==> src/rtl/melody_seq_if.sv <==
// Handshake bundle between a melody sequencer and its controller / tone generator.
// Carries play control (start/stop), the note handshake (code/valid/ack) and status.
// The slave modport is the sequencer side; the master modport is the driving side.
interface melody_seq_if;
  logic       start;
  logic       stop;
  logic       note_ack;
  logic [2:0] note_code;
  logic       note_valid;
  logic       busy;
  logic       done;

  modport slave (
    input  start,
    input  stop,
    input  note_ack,
    output note_code,
    output note_valid,
    output busy,
    output done
  );

  modport master (
    output start,
    output stop,
    output note_ack,
    input  note_code,
    input  note_valid,
    input  busy,
    input  done
  );
endinterface

==> src/rtl/melody_seq.sv <==
// Melody sequencer: walks a constant song table, presents each note until acked, then holds it for beats*BEAT_CYCLES.
// Latency: start -> note_valid two cycles later; ack -> next note_valid after beats*BEAT_CYCLES+2 cycles.
// Backpressure: a note stays presented (code/valid stable) until note_ack; macro MELODY_SEQ_LOOP_EN replays the song endlessly.
module melody_seq #(
  parameter int unsigned BEAT_CYCLES = 12_500_000,
  parameter int unsigned ROM_DEPTH   = 16
) (
  input  logic         clk,
  input  logic         rst,
  melody_seq_if.slave  bus
);

  localparam int IDX_W = $clog2(ROM_DEPTH);
  localparam int CNT_W = 27;
  localparam logic [CNT_W-1:0] BEAT_LEN = CNT_W'(BEAT_CYCLES);
  localparam logic [IDX_W-1:0] LAST_IDX = IDX_W'(ROM_DEPTH - 1);
  localparam logic [IDX_W-1:0] SONG_LEN = IDX_W'(8);

  // Song entries {note, beats}; every index past the table reads as the end marker (beats = 0).
  localparam logic [5:0] SONG [8] = '{
    {3'd1, 3'd1}, {3'd2, 3'd1}, {3'd3, 3'd1}, {3'd4, 3'd1},
    {3'd5, 3'd1}, {3'd6, 3'd1}, {3'd7, 3'd1}, {3'd0, 3'd2}
  };

  typedef enum logic [2:0] {
    S_IDLE    = 3'd0,
    S_LOAD    = 3'd1,
    S_PRESENT = 3'd2,
    S_HOLD    = 3'd3,
    S_DONE    = 3'd4
  } state_t;

  state_t           state_q, state_d;
  logic [IDX_W-1:0] index_q, index_d;
  logic [2:0]       beats_q, beats_d;
  logic [CNT_W-1:0] cnt_q, cnt_d;

  logic [2:0] note_code_q, note_code_d;
  logic       note_valid_q, note_valid_d;
  logic       busy_q, busy_d;
  logic       done_q, done_d;

  logic [5:0]       rom_dat;
  logic [2:0]       rom_note;
  logic [2:0]       rom_beats;
  logic             rom_end;
  logic [CNT_W-1:0] hold_len;
  logic             hold_last;

  // Song table lookup for the current index.
  always_comb begin
    rom_dat = 6'd0;
    if (index_q < SONG_LEN) rom_dat = SONG[index_q[2:0]];
  end

  assign rom_note  = rom_dat[5:3];
  assign rom_beats = rom_dat[2:0];
  assign rom_end   = (rom_beats == 3'd0);

  // Hold length is at most 7 * 2^24, which fits the 27-bit counter without overflow.
  assign hold_len  = CNT_W'(beats_q) * BEAT_LEN;
  assign hold_last = (cnt_q == hold_len - CNT_W'(1));

  // State register.
  always_ff @(posedge clk or negedge rst) begin
    if (!rst) state_q <= S_IDLE;
    else      state_q <= state_d;
  end

  // Next-state logic; stop outside IDLE overrides every other transition.
  always_comb begin
    state_d = state_q;
    if (state_q != S_IDLE && bus.stop) begin
      state_d = S_IDLE;
    end else begin
      case (state_q)
        S_IDLE:    if (bus.start && !bus.stop) state_d = S_LOAD;
`ifdef MELODY_SEQ_LOOP_EN
        S_LOAD:    state_d = rom_end ? S_LOAD : S_PRESENT;
`else
        S_LOAD:    state_d = rom_end ? S_DONE : S_PRESENT;
`endif
        S_PRESENT: if (bus.note_ack) state_d = S_HOLD;
        S_HOLD:    if (hold_last) state_d = S_LOAD;
        S_DONE:    state_d = S_IDLE;
        default:   state_d = S_IDLE;
      endcase
    end
  end

  // Datapath next values: song index, latched beat count and beat counter.
  always_comb begin
    index_d = index_q;
    beats_d = beats_q;
    cnt_d   = cnt_q;
    case (state_q)
      S_LOAD: begin
        if (!rom_end) beats_d = rom_beats;
`ifdef MELODY_SEQ_LOOP_EN
        else          index_d = '0;
`endif
      end
      S_PRESENT: cnt_d = '0;
      S_HOLD: begin
        if (hold_last) begin
          cnt_d   = '0;
          index_d = (index_q == LAST_IDX) ? '0 : index_q + IDX_W'(1);
        end else begin
          cnt_d = cnt_q + CNT_W'(1);
        end
      end
      default: ;
    endcase
    // Any return to IDLE (stop, song end) rewinds to the first note.
    if (state_d == S_IDLE) begin
      index_d = '0;
      cnt_d   = '0;
    end
  end

  // Datapath registers.
  always_ff @(posedge clk or negedge rst) begin
    if (!rst) begin
      index_q <= '0;
      beats_q <= '0;
      cnt_q   <= '0;
    end else begin
      index_q <= index_d;
      beats_q <= beats_d;
      cnt_q   <= cnt_d;
    end
  end

  // Output next values, derived from the upcoming state so the outputs are plain flops.
  always_comb begin
    note_code_d = note_code_q;
    if (state_d == S_IDLE || state_d == S_DONE) note_code_d = 3'd0;
    else if (state_q == S_LOAD && state_d == S_PRESENT) note_code_d = rom_note;
    note_valid_d = (state_d == S_PRESENT);
    busy_d       = (state_d != S_IDLE);
    // LOAD -> LOAD only happens on the end marker in loop mode; it flags the end of a pass.
    done_d       = (state_d == S_DONE) || (state_q == S_LOAD && state_d == S_LOAD);
  end

  // Output registers.
  always_ff @(posedge clk or negedge rst) begin
    if (!rst) begin
      note_code_q  <= 3'd0;
      note_valid_q <= 1'b0;
      busy_q       <= 1'b0;
      done_q       <= 1'b0;
    end else begin
      note_code_q  <= note_code_d;
      note_valid_q <= note_valid_d;
      busy_q       <= busy_d;
      done_q       <= done_d;
    end
  end

  assign bus.note_code  = note_code_q;
  assign bus.note_valid = note_valid_q;
  assign bus.busy       = busy_q;
  assign bus.done       = done_q;

endmodule

==> src/flat_wrapper.sv <==
// flat-port wrapper written by rule: the top's interface ports become plain ports
module melody_seq_flat 
#(
  parameter int unsigned BEAT_CYCLES = 12_500_000,
  parameter int unsigned ROM_DEPTH   = 16
)
  (clk, rst, bus_start, bus_stop, bus_note_ack, bus_note_code, bus_note_valid, bus_busy, bus_done);
  melody_seq_if bus_i ();
  input  logic clk;
  input  logic rst;
  input wire logic [$bits(bus_i.start)-1:0] bus_start;
  input wire logic [$bits(bus_i.stop)-1:0] bus_stop;
  input wire logic [$bits(bus_i.note_ack)-1:0] bus_note_ack;
  output wire logic [$bits(bus_i.note_code)-1:0] bus_note_code;
  output wire logic [$bits(bus_i.note_valid)-1:0] bus_note_valid;
  output wire logic [$bits(bus_i.busy)-1:0] bus_busy;
  output wire logic [$bits(bus_i.done)-1:0] bus_done;
  assign bus_i.start = bus_start;
  assign bus_i.stop = bus_stop;
  assign bus_i.note_ack = bus_note_ack;
  assign bus_note_code = bus_i.note_code;
  assign bus_note_valid = bus_i.note_valid;
  assign bus_busy = bus_i.busy;
  assign bus_done = bus_i.done;
  melody_seq #(.BEAT_CYCLES(BEAT_CYCLES), .ROM_DEPTH(ROM_DEPTH)) u_core (.clk(clk), .rst(rst), .bus(bus_i));
endmodule
==> config.mk <==
export PLATFORM = sky130hd
export DESIGN_NAME = melody_seq_flat
export DESIGN_NICKNAME = d
export VERILOG_FILES = /design/src/rtl/melody_seq_if.sv /design/src/rtl/melody_seq.sv /design/src/flat_wrapper.sv
export SDC_FILE = /design/constraint.sdc
export NUM_CORES = 1
export LEC_CHECK = 0
export CORE_ASPECT_RATIO = 0.7
export CORE_MARGIN = 5
export CORE_UTILIZATION = 34
export CTS_CLUSTER_DIAMETER = 40
export DETAILED_ROUTE_END_ITERATION = 10
export GPL_TIMING_DRIVEN = 0
export MAX_ROUTING_LAYER = met4
export PLACE_DENSITY = 0.63
export SYNTH_ARGS = -nofsm -noshare
export SYNTH_HDL_FRONTEND = slang
export SYNTH_SLANG_ARGS = --single-unit
export TNS_END_PERCENT = 20
==> constraint.sdc <==
create_clock -name clk -period 2.67 [get_ports clk]
set_input_delay 0.4005 -clock clk [delete_from_list [all_inputs] [get_ports clk]]
set_output_delay 0.4005 -clock clk [all_outputs]
set_load 0.01 [all_outputs]
==> results of run 1 <==
[layout by cell type (no fill, tap or decap), types with 3 or more instances in the layout]
cell             instances
a21oi_1                 10
a31oi_1                  4
and2_1                   3
buf_6                    3
clkbuf_1                 6
clkbuf_2                 3
clkbuf_8                 7
clkdlybuf4s50_1          8
dfrtp_1                 41
ha_1                     7
inv_1                   11
nand2_1                 38
nand3_1                 18
nand4_1                  9
nor2_1                  24
nor3_1                   7
nor4_1                   4
o21ai_0                 15
o311ai_0                 7
or2_2                    3
or3_1                    8
xnor2_1                 13
xor2_1                   3
[area by class of cell]
type                       count  area share, %
multi-input combinational    216           47.9
sequential                    42           36.0
timing repair buffer          13           4.75
tap                           98           4.19
clock buffer                   7           2.95
buffer                        11           2.40
inverter                      13           1.67
clock inverter                 1          0.171
[worst max-delay path: cells and delay by family (launching register included)]
kind                     cells  cell delay (ns)
AO/OA/AOI/OAI                2             0.29
buffers and inverters        1             0.14
flip-flops                   1             0.42
adder cells (fa/ha/maj)      1             0.17
AND/OR/NAND/NOR              4             1.58
[worst min-delay path by stage]
stage | from | to | slack, ns | depth (start not counted)
floorplan | rst | u_core.beats_q[0]$_DFFE_PN0P_ | 0.10 | 0
global placement | u_core.bus.note_code[2]$_DFFE_PN0P_ | u_core.bus.note_code[2]$_DFFE_PN0P_ | 0.50 | 2
detailed placement | rst | u_core.bus.note_valid$_DFF_PN0_ | 0.41 | 1
CTS | rst | u_core.bus.note_valid$_DFF_PN0_ | 0.09 | 1
global route | rst | u_core.cnt_q[8]$_DFFE_PN0P_ | 0.09 | 1
finish | rst | u_core.bus.done$_DFF_PN0_ | 0.07 | 1
[what timing repair did]
item	4_1_cts	5_1_grt
pin swaps	2	7
gates resized for setup	16	9
setup endpoints to repair	28	14
buffers inserted	2	1
[state kept, by name, indices dropped and copies added, names as in the netlist]
register and count:
u_core.state_q 3, u_core.index_q 4, u_core.cnt_q 27, u_core.bus.note_valid 1, u_core.bus.done 1, u_core.bus.busy 1
u_core.bus.note_code 3, u_core.beats_q 2
[power breakdown]
part           total (mW)  internal [mW]  leakage (nW)  switching, mW
Combinational       0.107         0.0366         0.447         0.0701
Clock               0.439          0.209        0.0482          0.230
Sequential          0.650          0.643         0.578        0.00629
Total                1.19          0.889          1.07          0.306
[stage by stage]
| step | util (%) | total power, mW |
|---|---|---|
| floorplan | - | 0.713 |
| global placement | 37.4 | 0.759 |
| detailed placement | 37.7 | 0.765 |
| CTS | 40.1 | 1.20 |
| global route | 40.5 | 1.25 |
| finish | 40.5 | 1.19 |
[cells by family (layout without fill, tap and decap cells)]
family | count (synthesis) | count (layout) | share of synthesized area, %
flops | 42 | 42 | 42.2
fa+ha+maj | 9 | 9 | 4.52
compound gates | 59 | 59 | 16.3
xor+xnor | 16 | 16 | 5.63
buf+inv | 26 | 45 | 4.67
simple gates | 132 | 132 | 26.6
[metal layers]
layer / global-route usage, % / wire, microns / up-vias
li1: - / - / 1056
met1: 21.9 / 3240 / 1037
met2: 19.4 / 2410 / 53
met3: 3.17 / 315 / 10
met4: 4.56 / 87 / 0
met5: - / 0 / -
==> impl_metrics.toml, run 1 <==
[sta]
hold-worst-slack_ns = 0.0653
report.final.slew_viol_count = 0
hold_viol_final = 0
setup_tns_ns = 0
fin_crit_sh_pct = 100
worst_pin_slew_ns = 0.790
layout_setup_ws_ns = 0.000929
relSlewSlack_pct = 46.8
setup_viol_count_final = 0
max_clock_freq_mhz = 375
fin_worst_skew_ns = 0.00907
rsz0062_at_grt = "true"
period_needed_ns = 2.67

[placed_design]
place_congestion = 0.850
io_buffers = 9
place_ws_ns = -0.458
dp.cells = 392
dp_hpwl_microns = 4430
placed_cell_area_sq_mm = 0.00273

[final_layout]
stdcell_count = 401
antenna_cells = 0
seq_area_sq_mm = 0.00105
area_growth_pct = 17.5
multi_input_area_sq_mm = 0.00140
final_cell_area_sq_mm = 0.00293
finalNetCount = 316
n_fill_cell = 737
drive_gt1_share_pct = 14.2

[critical_path]
max_stage_delay_ns = 0.54
reg2reg_depth = 8
crit_fanout = 6
worstReg2RegEnd = "u_core.index_q[0]$_DFFE_PN0P_"
critPathCaptureType = "flip-flop"
path_cells = "buf_6 -> ha_4 -> or4_4 -> o21ai_4 -> nand4_4 -> or3_4 -> or3b_4 -> a21oi_2"
rrSetupSlack_ns = 0.0009
slowest_stage = "or4_4"
critPathKind = "flip-flop to flip-flop"
crit_start = "u_core.beats_q[1]$_DFFE_PN0P_"
critPathRequiredTime_ns = 2.90
arrival_ns = 2.90
r2r-start = "u_core.beats_q[1]$_DFFE_PN0P_"
critPathLaunchType = "flip-flop"
cp-endpoint = "u_core.index_q[0]$_DFFE_PN0P_"

[floorplanning]
fp.dieH_microns = 81.6
pin_count = 11
die_x_microns = 112
rows = 26
die_area_sq_mm = 0.00916
start_util_pct = 34.5
core_area_sq_mm = 0.00722

[route]
vias = 2156
drcViolationCount = 0
antenna_left = 0
viasPerCell = 5.38
initialDrtViolationCount = 110
dr.pass1.iters = 4
wl_microns = 6050
avgRoutedWirePerCell_microns = 15.1

[clock_network]
clock-sinks = 42
postCtsHoldBufs = 0
cts_max_path_buffers = 2
cts_max_level = 2
clockRootBuffer = "clkbuf_8"
clock_latency_ns = 0.30
cts_buffers = 5
cts_tree = "done"
clk_pin_slew_worst_paths_ns = 0.09

[power_and_ir_drop]
cellPowerDensity_mw_per_mm2 = 409
p_leak_nw = 1.07
ir_drop_mv = 0.185

[logic_synthesis]
synth-main-ff-cell = "dfrtp_1"
ys_ff_latch = 42
syn-num-nets = 298
synth.area.top_cells = "dfrtp_1 42%, nand2_1 5.7%, xnor2_1 4.6%"
syn_area_per_cell_sq_um = 8.77
netlist_instances = 284
yosys.area.top_type = "dfrtp_1"
synth_edf_count = 0
yosys-top-cells-count = "42 x dfrtp_1, 38 x nand2_1, 25 x nor2_1"
syn-cell-area_sq_mm = 0.00249
ys.warnings.count = 0
post-synth-top-area-fraction_pct = 42.2
ys_seq_area_share_pct = 42.2
synthDistinctLibCells = 51
synth_most_common_cell = "dfrtp_1"
async_reset_ff_share_pct = 100

[run_status]
outcome = "finished clean"

[global_routing]
grt_usage_pct = 14.6
antenna_found_initial = 0
grt_start_max_net_pins = 23
grt_overflow = 0
first_global_vias = 2016
grt_first_pass_wirelength_microns = 10400

[hold_path]
hp-class = "input port to asynchronous set/reset pin"

[run]
drv_cap = 0
(Power assumes the default switching activity.)
==> inputs of run 2 (changes only) <==
--- a/config.mk
+++ b/config.mk
@@ -13,6 +13,7 @@
 export GPL_TIMING_DRIVEN = 0
 export MAX_ROUTING_LAYER = met4
 export PLACE_DENSITY = 0.63
+export SKIP_CTS_REPAIR_TIMING = 1
 export SYNTH_ARGS = -nofsm -noshare
 export SYNTH_HDL_FRONTEND = slang
 export SYNTH_SLANG_ARGS = --single-unit
==> impl_metrics.toml, run 2 (same netlist as run 1, synthesis figures left out) <==
[run_status]
outcome = "complete, but fails checks"
violations = "setup timing"

[critical_path]
cp_top_family = "simple AND/OR/NAND/NOR gates"
path_cells = "inv_2 -> ha_2 -> buf_6 -> buf_4 -> o32ai_1 -> nand4_4 -> or3_4 -> buf_6 -> or3b_4 -> a21oi_2"
arrival_ns = 2.95
slowest_stage = "o32ai_1"
cp.buffers_inverters = 4
worst_path_most_repeated_cell = "buf_6"
crit_fanout = 7
critPathRequiredTime_ns = 2.90
max_stage_delay_ns = 0.45
critPathLaunchType = "flip-flop"
critPathKind = "flip-flop to flip-flop"
critPathCaptureType = "flip-flop"

[global_routing]
grt_first_pass_wirelength_microns = 10200
grt_usage_pct = 14.4
antenna_found_initial = 0
grt_start_max_net_pins = 23
grt_overflow = 0
first_global_vias = 1986

[route]
avgRoutedWirePerCell_microns = 15.1
vias = 2135
dr.pass1.iters = 5
viasPerCell = 5.27
initialDrtViolationCount = 131
antenna_left = 0
wl_microns = 6130
drcViolationCount = 0

[clock_network]
cts_max_level = 2
cts_tree = "done"
clock_latency_ns = 0.30
cts_buffers = 5
cts_max_path_buffers = 2
clock-sinks = 42
clockRootBuffer = "clkbuf_8"
clk_pin_slew_worst_paths_ns = 0.08

[run]
drv_cap = 0

[final_layout]
antenna_cells = 0
largest_register = "u_core.cnt_q"
post-route-util_pct = 40.9
mostFrequentLayoutCell = "dfrtp_1"
finalNetCount = 320
reg_top3 = "u_core.cnt_q: 27 flops, u_core.index_q: 4 flops"
drive_gt1_share_pct = 15.3
largest_reg_flops = 27
area_growth_pct = 18.5
layout_common_cells = "41 x dfrtp_1, 38 x nand2_1, 24 x nor2_1"

[power_and_ir_drop]
p_leak_nw = 1.09
cellPowerDensity_mw_per_mm2 = 404
ir_drop_mv = 0.183
power_mw = 1.19

[sta]
setup_viol_count_final = 1
max_clock_freq_mhz = 369
fin_worst_skew_ns = 0.00725
relSlewSlack_pct = 44.2
hold_viol_final = 0
rsz0062_at_grt = "true"
fin_crit_sh_pct = 102
layout_setup_ws_ns = -0.0433
hold-worst-slack_ns = 0.0718
worst_pin_slew_ns = 0.829
report.final.slew_viol_count = 0
period_needed_ns = 2.71

[floorplanning]
pin_count = 11
die_x_microns = 112
rows = 26
start_util_pct = 34.5
fp.dieH_microns = 81.6
die_area_sq_mm = 0.00916
core_area_sq_mm = 0.00722

[hold_path]
hp-class = "input port to asynchronous set/reset pin"

[placed_design]
dp_hpwl_microns = 4430
place_ws_ns = -0.458
io_buffers = 9
place_congestion = 0.850
-- run 2: cell count changes in the layout (fill, tap and decap cells not counted) --
| cell | change |
|---|---|
| clkbuf_4 | +1 |
| buf_6 | +1 |
| clkbuf_8 | -1 |
| buf_4 | +3 |
| o21a_2 | +1 |
| o21ai_2 | -1 |
| o21ai_1 | +1 |
| o21a_1 | -1 |
-- run 2: through the flow --
| step | std cells | cell area [sq um] | TNS, ns |
|---|---|---|---|
| final | 405 | 2950 | -0.0433 |
| after global routing | 405 | 2950 | -0.269 |
| after CTS | 400 | 2820 | -8.27 |
| after detailed placement | 392 | 2730 | -7.54 |
| after global placement | 391 | 2700 | -7.32 |
| after floorplan | 284 | 2490 | 0 |
-- run 2: metal layers --
metal  global-route usage (%)  routed length (microns)  part of all wire [%]
met1                     21.6                     3050                    50
met5                        -                        0                     0
met2                     19.1                     2470                    40
met4                     4.44                       86                   1.4
met3                     3.24                      521                   8.5
-- run 2: cell type report --
class | instances | area [sq um]
inverters | 13 | 48.8
multi-input cells | 216 | 1400
well taps | 98 | 123
clock inverters | 1 | 5.00
clock buffers | 7 | 86.3
plain buffers | 12 | 75.1
fillers | 736 | 4270
repair buffers | 16 | 161
flip-flops and latches | 42 | 1050
-- run 2: worst paths after layout --
| kind | startpoint | endpoint | slack [ns] | depth (start not counted) |
|---|---|---|---|---|
| setup / recovery | u_core.beats_q[0]$_DFFE_PN0P_ | u_core.index_q[0]$_DFFE_PN0P_ | -0.04 | 10 |
| hold / removal | rst | u_core.bus.note_valid$_DFF_PN0_ | 0.07 | 1 |
| setup reg to reg | u_core.beats_q[0]$_DFFE_PN0P_ | u_core.index_q[0]$_DFFE_PN0P_ | -0.04 | 10 |
| hold reg to reg | u_core.bus.note_code[2]$_DFFE_PN0P_ | u_core.bus.note_code[2]$_DFFE_PN0P_ | 0.53 | 2 |
| max in group asynchronous | rst | u_core.cnt_q[16]$_DFFE_PN0P_ | 2.10 | 2 |
| min in group clk | u_core.bus.note_code[2]$_DFFE_PN0P_ | u_core.bus.note_code[2]$_DFFE_PN0P_ | 0.53 | 2 |
-- run 2: report_power, final --
part	switching, mW	internal, mW	total [mW]	leakage (nW)
sequential	0.00634	0.643	0.650	0.578
combinational	0.0699	0.0361	0.106	0.468
clock	0.228	0.209	0.437	0.0482
total	0.305	0.888	1.19	1.09
==> inputs of run 3 (changes only) <==
--- a/config.mk
+++ b/config.mk
@@ -8,9 +8,10 @@
 export CORE_ASPECT_RATIO = 0.7
 export CORE_MARGIN = 5
 export CORE_UTILIZATION = 34
-export CTS_CLUSTER_DIAMETER = 40
+export CTS_CLUSTER_DIAMETER = 60
 export DETAILED_ROUTE_END_ITERATION = 10
 export GPL_TIMING_DRIVEN = 0
+export HOLD_SLACK_MARGIN = 0.12
 export MAX_ROUTING_LAYER = met4
 export PLACE_DENSITY = 0.63
 export SKIP_CTS_REPAIR_TIMING = 1
==> impl_metrics.toml, run 3 (same netlist as run 1, synthesis figures left out) <==
[run_status]
outcome = "complete, but fails checks"
violations = "setup timing"

[floorplanning]
core_area_sq_mm = 0.00722
pin_count = 11
rows = 26
start_util_pct = 34.5
die_area_sq_mm = 0.00916
fp.dieH_microns = 81.6
die_x_microns = 112

[power_and_ir_drop]
p_leak_nw = 1.10
ir_drop_mv = 0.183
power_mw = 1.19
cellPowerDensity_mw_per_mm2 = 403

[final_layout]
largest_register = "u_core.cnt_q"
layout_common_cells = "41 x dfrtp_1, 38 x nand2_1, 24 x nor2_1"
n_fill_cell = 737
mostFrequentLayoutCell = "dfrtp_1"
area_growth_pct = 18.9
post-route-util_pct = 41.0
reg_top3 = "u_core.cnt_q: 27 flops, u_core.index_q: 4 flops"
largest_reg_flops = 27
drive_gt1_share_pct = 15.3
finalNetCount = 321
antenna_cells = 0

[critical_path]
arrival_ns = 2.95
crit_fanout = 7
critPathRequiredTime_ns = 2.90
critPathKind = "flip-flop to flip-flop"
critPathLaunchType = "flip-flop"
critPathCaptureType = "flip-flop"

[sta]
report.final.slew_viol_count = 0
period_needed_ns = 2.71
relSlewSlack_pct = 47.0
fin_crit_sh_pct = 102
setup_tns_ns = -0.0448
rsz0062_at_grt = "true"
hold_viol_final = 0
worst_pin_slew_ns = 0.788
max_clock_freq_mhz = 368
layout_setup_ws_ns = -0.0448
fin_worst_skew_ns = 0.00633
setup_viol_count_final = 1

[global_routing]
first_global_vias = 1986
grt_start_max_net_pins = 23
grt_usage_pct = 14.4
grt_overflow = 0
grt_first_pass_wirelength_microns = 10200
antenna_found_initial = 0

[placed_design]
io_buffers = 9
dp_hpwl_microns = 4430
place_congestion = 0.850

[clock_network]
cts_max_path_buffers = 2
cts_tree = "done"
cts_max_level = 2
cts_buffers = 5
clk_pin_slew_worst_paths_ns = 0.08
clock-sinks = 42
clockRootBuffer = "clkbuf_8"
clock_latency_ns = 0.30

[route]
viasPerCell = 5.29
vias = 2146
dr.pass1.iters = 4
top_layer = "met4"
routed-wl-met2_microns = 2470
antenna_left = 0
drcViolationCount = 0
initialDrtViolationCount = 115
wl_microns = 6130
met3_length_microns = 435
avgRoutedWirePerCell_microns = 15.1
drt-met1-wl_microns = 3140

[hold_path]
hp-class = "flip-flop to flip-flop"

[run]
drv_cap = 0
==> run 3: cell types whose count changed in the layout (fill, tap and decap cells not counted), sizes merged <==
cell	previous run	this run
dlygate4sd3	0	1
==> run 3: path summary, 6_finish.rpt <==
kind	startpoint	endpoint	slack, ns	depth (start not counted)
max	u_core.beats_q[0]$_DFFE_PN0P_	u_core.index_q[0]$_DFFE_PN0P_	-0.04	10
min	u_core.bus.note_code[2]$_DFFE_PN0P_	u_core.bus.note_code[2]$_DFFE_PN0P_	0.53	2
max reg2reg	u_core.beats_q[0]$_DFFE_PN0P_	u_core.index_q[0]$_DFFE_PN0P_	-0.04	10
min reg2reg	u_core.bus.note_code[2]$_DFFE_PN0P_	u_core.bus.note_code[2]$_DFFE_PN0P_	0.53	2
max in group asynchronous	rst	u_core.cnt_q[16]$_DFFE_PN0P_	1.56	3
min in group asynchronous	rst	u_core.bus.note_valid$_DFF_PN0_	0.60	2
==> run 3: area by class of cell <==
cell class,instances,area [sq um],share of cell area [%]
tap,98,123,4.14
timing repair buffer,17,171,5.79
buffer,12,75.1,2.54
multi-input combinational,216,1400,47.3
inverter,13,48.8,1.65
clock buffer,7,86.3,2.92
clock inverter,1,5.00,0.169
sequential,42,1050,35.5
==> run 3: metal layers <==
layer | track usage, % | up-vias
met1 | 21.6 | 1020
li1 | - | 1064
met2 | 19.1 | 52
met5 | - | -
met3 | 3.24 | 10
met4 | 4.44 | 0
==> run 3: stage by stage <==
step,hold slack (ns),setup slack (ns),cell area (sq um),std cells
floorplan,0.105,0.0451,2490,284
global placement,0.496,-0.453,2700,391
detailed placement,0.412,-0.458,2730,392
CTS,0.0855,-0.489,2820,400
global route,0.550,-0.115,2960,406
finish,0.529,-0.0448,2960,406
==> run 3: worst max-delay path, cell delays in order, from the launching register on <==
cell and delay (ns):
dfrtp_2 0.41, inv_2 0.07, ha_2 0.18, buf_6 0.13, buf_4 0.13, o32ai_1 0.46
nand4_4 0.21, or3_4 0.42, buf_6 0.14, or3b_4 0.37, a21oi_2 0.13
==> run 3: power breakdown <==
group	internal [mW]	total, mW	switching, mW
sequential	0.643	0.650	0.00645
clock	0.209	0.437	0.228
combinational	0.0371	0.107	0.0703
total	0.889	1.19	0.305
==> variant 1 (flow settings as in run 3) <==
Encoding of `state_t`: now one-hot (5 bits for 5 states).
--- a/src/rtl/melody_seq.sv
+++ b/src/rtl/melody_seq.sv
@@ -23,10 +23,10 @@
   };
 
-  typedef enum logic [2:0] {
-    S_IDLE    = 3'd0,
-    S_LOAD    = 3'd1,
-    S_PRESENT = 3'd2,
-    S_HOLD    = 3'd3,
-    S_DONE    = 3'd4
+  typedef enum logic [4:0] {
+    S_IDLE    = 5'b00001,
+    S_LOAD    = 5'b00010,
+    S_PRESENT = 5'b00100,
+    S_HOLD    = 5'b01000,
+    S_DONE    = 5'b10000
   } state_t;
 
Formal check against the unedited RTL: no difference found for any inputs over 10 cycles, from zero or initial values and one cycle with rst low; not proved beyond that.
==> variant 1 against run 3 <==
Non-clock buffer count fell by 1; worst setup slack better by 0.11 ns; fmax increased by 4.3%; synthesized area rose by 4.5%; hold slack worse by 0.040 ns; largest cell class unchanged; final area increased by 2.0%; count of clock-buffer cells in the layout shrank 2; sequential cell count up 2; critical path type unchanged; wire length up 6.9%.
Power is not compared: it rests on default switching activity, and its combinational part moved more than twofold at a synthesized area within 25%.
==> variant 1: results (changes against run 3) <==
clocking:
  ctsLongestPathBuffers: 2  # unchanged
  clock_latency_ns: 0.31
  root_buffer: "clkbuf_8"  # unchanged
  h-tree-depth: 2  # unchanged
  cts.clk_slew.worst_paths_ns: 0.09
  cts_buffers: 5  # unchanged
finish:
  fillers: 721  # was 737
  reg.largest.list: "u_core.cnt_q x27, u_core.state_q x5, u_core.index_q x4"  # was u_core.cnt_q x27, u_core.index_q x4
  nets: 316  # was 321
  diodes: 0  # unchanged
  drive_gt1_share_pct: 13.9  # was 15.3%
sta:
  worstMarginPinSlew_ns: 0.877  # was 0.788 ns
  fin_skew_ns: 0.00786  # was 0.00633 ns
  hold_slack_ns: 0.489  # was 0.529 ns
placed_design:
  postPlaceCellArea_um2: 2840  # was 2730 um2
  io_buffers: 10  # was 9
  hpwl_mm: 4.76  # was 4.43 mm
  gp_congestion: 0.926  # was 0.850
synthesis:
  ys_async_sr_fraction_pct: 100  # unchanged
  syn_nets: 294  # was 298
  yosysWarnings: 0  # unchanged
  synthTopCellsByArea: "dfrtp_1 41%, ha_1 4.3%, nand3_1 4.0%"  # was dfrtp_1 42%, nand2_1 5.7%, xnor2_1 4.6%
  yosys.cell_types.count: 57  # was 51
  yosysSeqAreaShare_pct: 42.4  # was 42.2%
  ys.flop_type: "dfrtp_1"  # unchanged
  synthTopCellsByCount: "43 x dfrtp_1, 26 x nor2_1, 23 x nand2_1"  # was 42 x dfrtp_1, 38 x nand2_1, 25 x nor2_1
detailed_routing:
  vias: 2202  # was 2146
  firstDrtPassIters: 4  # unchanged
  wl_per_cell_um: 16.3  # was 15.1 um
  antenna_left: 0  # unchanged
  detail_route.iter0.violations: 150  # was 115
worst_setup_path:
  cp_max_fo: 10  # was 7
  rrSetupSlack_ns: 0.07  # was -0.04 ns
  ff2ff_path_depth: 9  # was 10
  critical_path_arrival_ns: 2.79  # was 2.95 ns
  cp-endpoint: "u_core.cnt_q[17]"  # was u_core.index_q[0]
  crit_start: "u_core.beats_q[1]"  # was u_core.beats_q[0]
grt:
  grt_use_total_pct: 14.9  # was 14.4%
  antenna_found_initial: 0  # unchanged
  grt_pass1_vias: 2084  # was 1986
  grt_start_max_net_pins: 35  # was 23
  grt_first_pass_wirelength_mm: 11.2  # was 10.2 mm
outcome:
  status: "complete, no violations"  # was complete, but fails checks
power_and_ir_drop:
  static-leakage-power_nw: 1.24
  irDropWorstVdd_v: 0.000340
  internal-power_mw: 1.11
worst_hold_path:
  hold_path.class: "in -> async"  # was reg -> reg
==> variant 1: changes by cell type in the layout (fill, tap and decap cells not counted), moves of 4 or more <==
cell	before	now
o21ai_0	15	7
xor2_1	3	9
or3_1	8	1
o211ai_1	0	4
nand2_1	38	22
a21oi_1	10	5
and3_1	0	8
inv_1	11	7
o311ai_0	7	0
xnor2_1	13	8
mux2i_1	0	6
==> variant 1: metrics by stage <==
step / TNS (ns) / total power [mW] / setup WS [ns] / instances
6_report: 0 / 1.73 / 0.0678 / 401
3_5_place_dp: -4.14 / 1.23 / -0.228 / 389
3_3_place_gp: -6.34 / 1.22 / -0.183 / 388
5_1_grt: -0.0164 / 1.84 / -0.0103 / 401
2_1_floorplan: 0 / 1.07 / 0.109 / 280
4_1_cts: -4.15 / 1.67 / -0.227 / 397
==> variant 1: critical path: stages, from the launching register on <==
cell     delay, ns
dfrtp_1       0.40
inv_2         0.07
ha_4          0.19
nor4_2        0.26
a31oi_1       0.09
or4_4         0.54
or3_4         0.35
buf_6         0.16
a31o_1        0.17
a22o_1        0.24
==> variant 1: cell families (layout without fill, tap and decap cells) <==
| family | after synthesis | count (layout) | synth area share, % |
|---|---|---|---|
| adder cells (fa/ha/maj) | 9 | 9 | 4.33 |
| multiplexers | 6 | 6 | 2.31 |
| buffers and inverters | 23 | 46 | 4.37 |
| flip-flops | 44 | 44 | 42.4 |
| AND/OR/NAND/NOR | 131 | 131 | 27.0 |
| AO/OA/AOI/OAI | 50 | 50 | 13.9 |
| XOR/XNOR | 17 | 17 | 5.72 |
==> variant 1: cell type report <==
cell class | count | area, um2 | share of cell area, %
Inverter | 10 | 37.5 | 1.24
Multi-Input combinational cell | 213 | 1440 | 47.6
Buffer | 13 | 83.8 | 2.78
Sequential cell | 44 | 1100 | 36.6
Tap cell | 98 | 123 | 4.06
Clock buffer | 5 | 68.8 | 2.28
Timing Repair Buffer | 15 | 148 | 4.89
Clock inverter | 3 | 18.8 | 0.622
==> variant 1: metal layers <==
| metal | part of all wire, % | track usage [%] |
|---|---|---|
| met1 | 54 | 23.7 |
| met2 | 41 | 19.0 |
| met4 | 0.69 | 3.13 |
| met3 | 4.6 | 2.62 |
| met5 | 0 | - |
==> variant 1: power groups by stage <==
stage,Combinational [mW],Clock (mW),Sequential [mW]
finish,0.583,0.434,0.715
global route,0.640,0.483,0.719
CTS,0.497,0.447,0.721
detailed placement,0.493,0,0.734
global placement,0.485,0,0.733
floorplan,0.337,0,0.733
==> variant 2 (flow settings as in run 3) <==
Made on the original files. `ROM_DEPTH` is set to 16 in 2 places; all go to 32.
--- a/src/rtl/melody_seq.sv
+++ b/src/rtl/melody_seq.sv
@@ -4,5 +4,5 @@
 module melody_seq #(
   parameter int unsigned BEAT_CYCLES = 12_500_000,
-  parameter int unsigned ROM_DEPTH   = 16
+  parameter int unsigned ROM_DEPTH   = 32
 ) (
   input  logic         clk,
--- a/src/flat_wrapper.sv
+++ b/src/flat_wrapper.sv
@@ -3,5 +3,5 @@
 #(
   parameter int unsigned BEAT_CYCLES = 12_500_000,
-  parameter int unsigned ROM_DEPTH   = 16
+  parameter int unsigned ROM_DEPTH   = 32
 )
   (clk, rst, bus_start, bus_stop, bus_note_ack, bus_note_code, bus_note_valid, bus_busy, bus_done);
Function: no difference found for any inputs over 10 cycles, from zero or initial values and one cycle with rst low; that may be too few to reach the edited logic, so the function may still have changed.
==> variant 2 against run 3 <==
Sequential cell count is 1 higher; hold slack improved by 0.00099 ns; power grew 23%; clock skew shrank 0.0022 ns; combinational power grew 57%; synthesized area rose by 7.7%; count of clock-buffer cells in the layout grew 1; worst setup slack gained 0.23 ns; largest power group unchanged; critical endpoint is now u_core.cnt_q[6]; final area rose by 4.9%; die area rose by 6.9%; wire length is 12% higher.
==> variant 2: results (changes against run 3) <==
placed_design:
  gp_congestion: 0.875  # was 0.850
  postPlaceCellArea_um2: 2920  # was 2730 um2
  place_ws_ns: 0.0176  # was -0.458 ns
finish:
  reg.largest.list: "u_core.cnt_q x27, u_core.index_q x5"  # was u_core.cnt_q x27, u_core.index_q x4
worst_setup_path:
  cp_max_fo: 10  # was 7
  rrSetupSlack_ns: 0.19  # was -0.04 ns
  crit_slowest_cell: "dfrtp_2"  # was o32ai_1
  cpPeakStageDelay_ns: 0.44  # was 0.46 ns
  r2r_end: "u_core.cnt_q[6]"  # was u_core.index_q[0]
  ff2ff_path_depth: 9  # was 10
grt:
  grt_start_max_net_pins: 27  # was 23
  use_met1_pct: 23.4  # was 21.6%
  grt_first_pass_wirelength_mm: 11.6  # was 10.2 mm
  grt_use_total_pct: 15.3  # was 14.4%
  grt_pass1_vias: 2269  # was 1986
detailed_routing:
  met1Wirelength_mm: 3.56  # was 3.14 mm
  firstDrtPassIters: 5  # was 4
  wl_per_cell_um: 16.3  # was 15.1 um
  wl_met2_mm: 2.75  # was 2.47 mm
  vias: 2422  # was 2146
  wl_met3_um: 490  # was 435 um
  detail_route.iter0.violations: 175  # was 115
synthesis:
  yosys.cell_types.count: 56  # was 51
  yosysSeqAreaShare_pct: 40.1  # was 42.2%
  synthTopCellsByCount: "43 x dfrtp_1, 35 x nand2_1, 24 x a21oi_1"  # was 42 x dfrtp_1, 38 x nand2_1, 25 x nor2_1
clocking:
  root_buffer: "clkbuf_16"  # was clkbuf_8
  cts.clk_slew.worst_paths_ns: 0.06  # was 0.08 ns
sta:
  hold_slack_ns: 0.530  # was 0.529 ns
power_and_ir_drop:
  internal-power_mw: 1.11  # was 0.889 mW
  p_total_mw: 1.47  # was 1.19 mW
  clkPwrFrac_pct: 43.4  # was 36.6%
outcome:
  status: "complete, no violations"  # was complete, but fails checks
[variant 2: cell count changes in the layout (fill, tap and decap cells not counted), sizes merged, moves of 7 or more]
cell / run 3 / this run
a21oi: 11 / 26
nor3: 7 / 20
and3: 0 / 9
a31oi: 4 / 12
nor2: 25 / 17
o21ai: 18 / 10
o311ai: 7 / 0
[variant 2: kinds of logic (layout without fill, tap and decap cells)]
family / Yosys count / in the layout / synth area share, %
AND/OR/NAND/NOR: 147 / 147 / 30.7
buffers and inverters: 21 / 41 / 4.43
AO/OA/AOI/OAI: 67 / 67 / 15.8
XOR/XNOR: 10 / 10 / 3.27
multiplexers: 4 / 4 / 1.54
flip-flops: 43 / 43 / 40.1
adder cells (fa/ha/maj): 9 / 9 / 4.20
[variant 2: layout make-up]
type	instances	area [um2]
multi-input cells	237	1490
repair buffers	12	125
well taps	101	126
fillers	805	4660
plain buffers	14	100
clock buffers	8	156
flip-flops and latches	43	1080
inverters	7	26.3
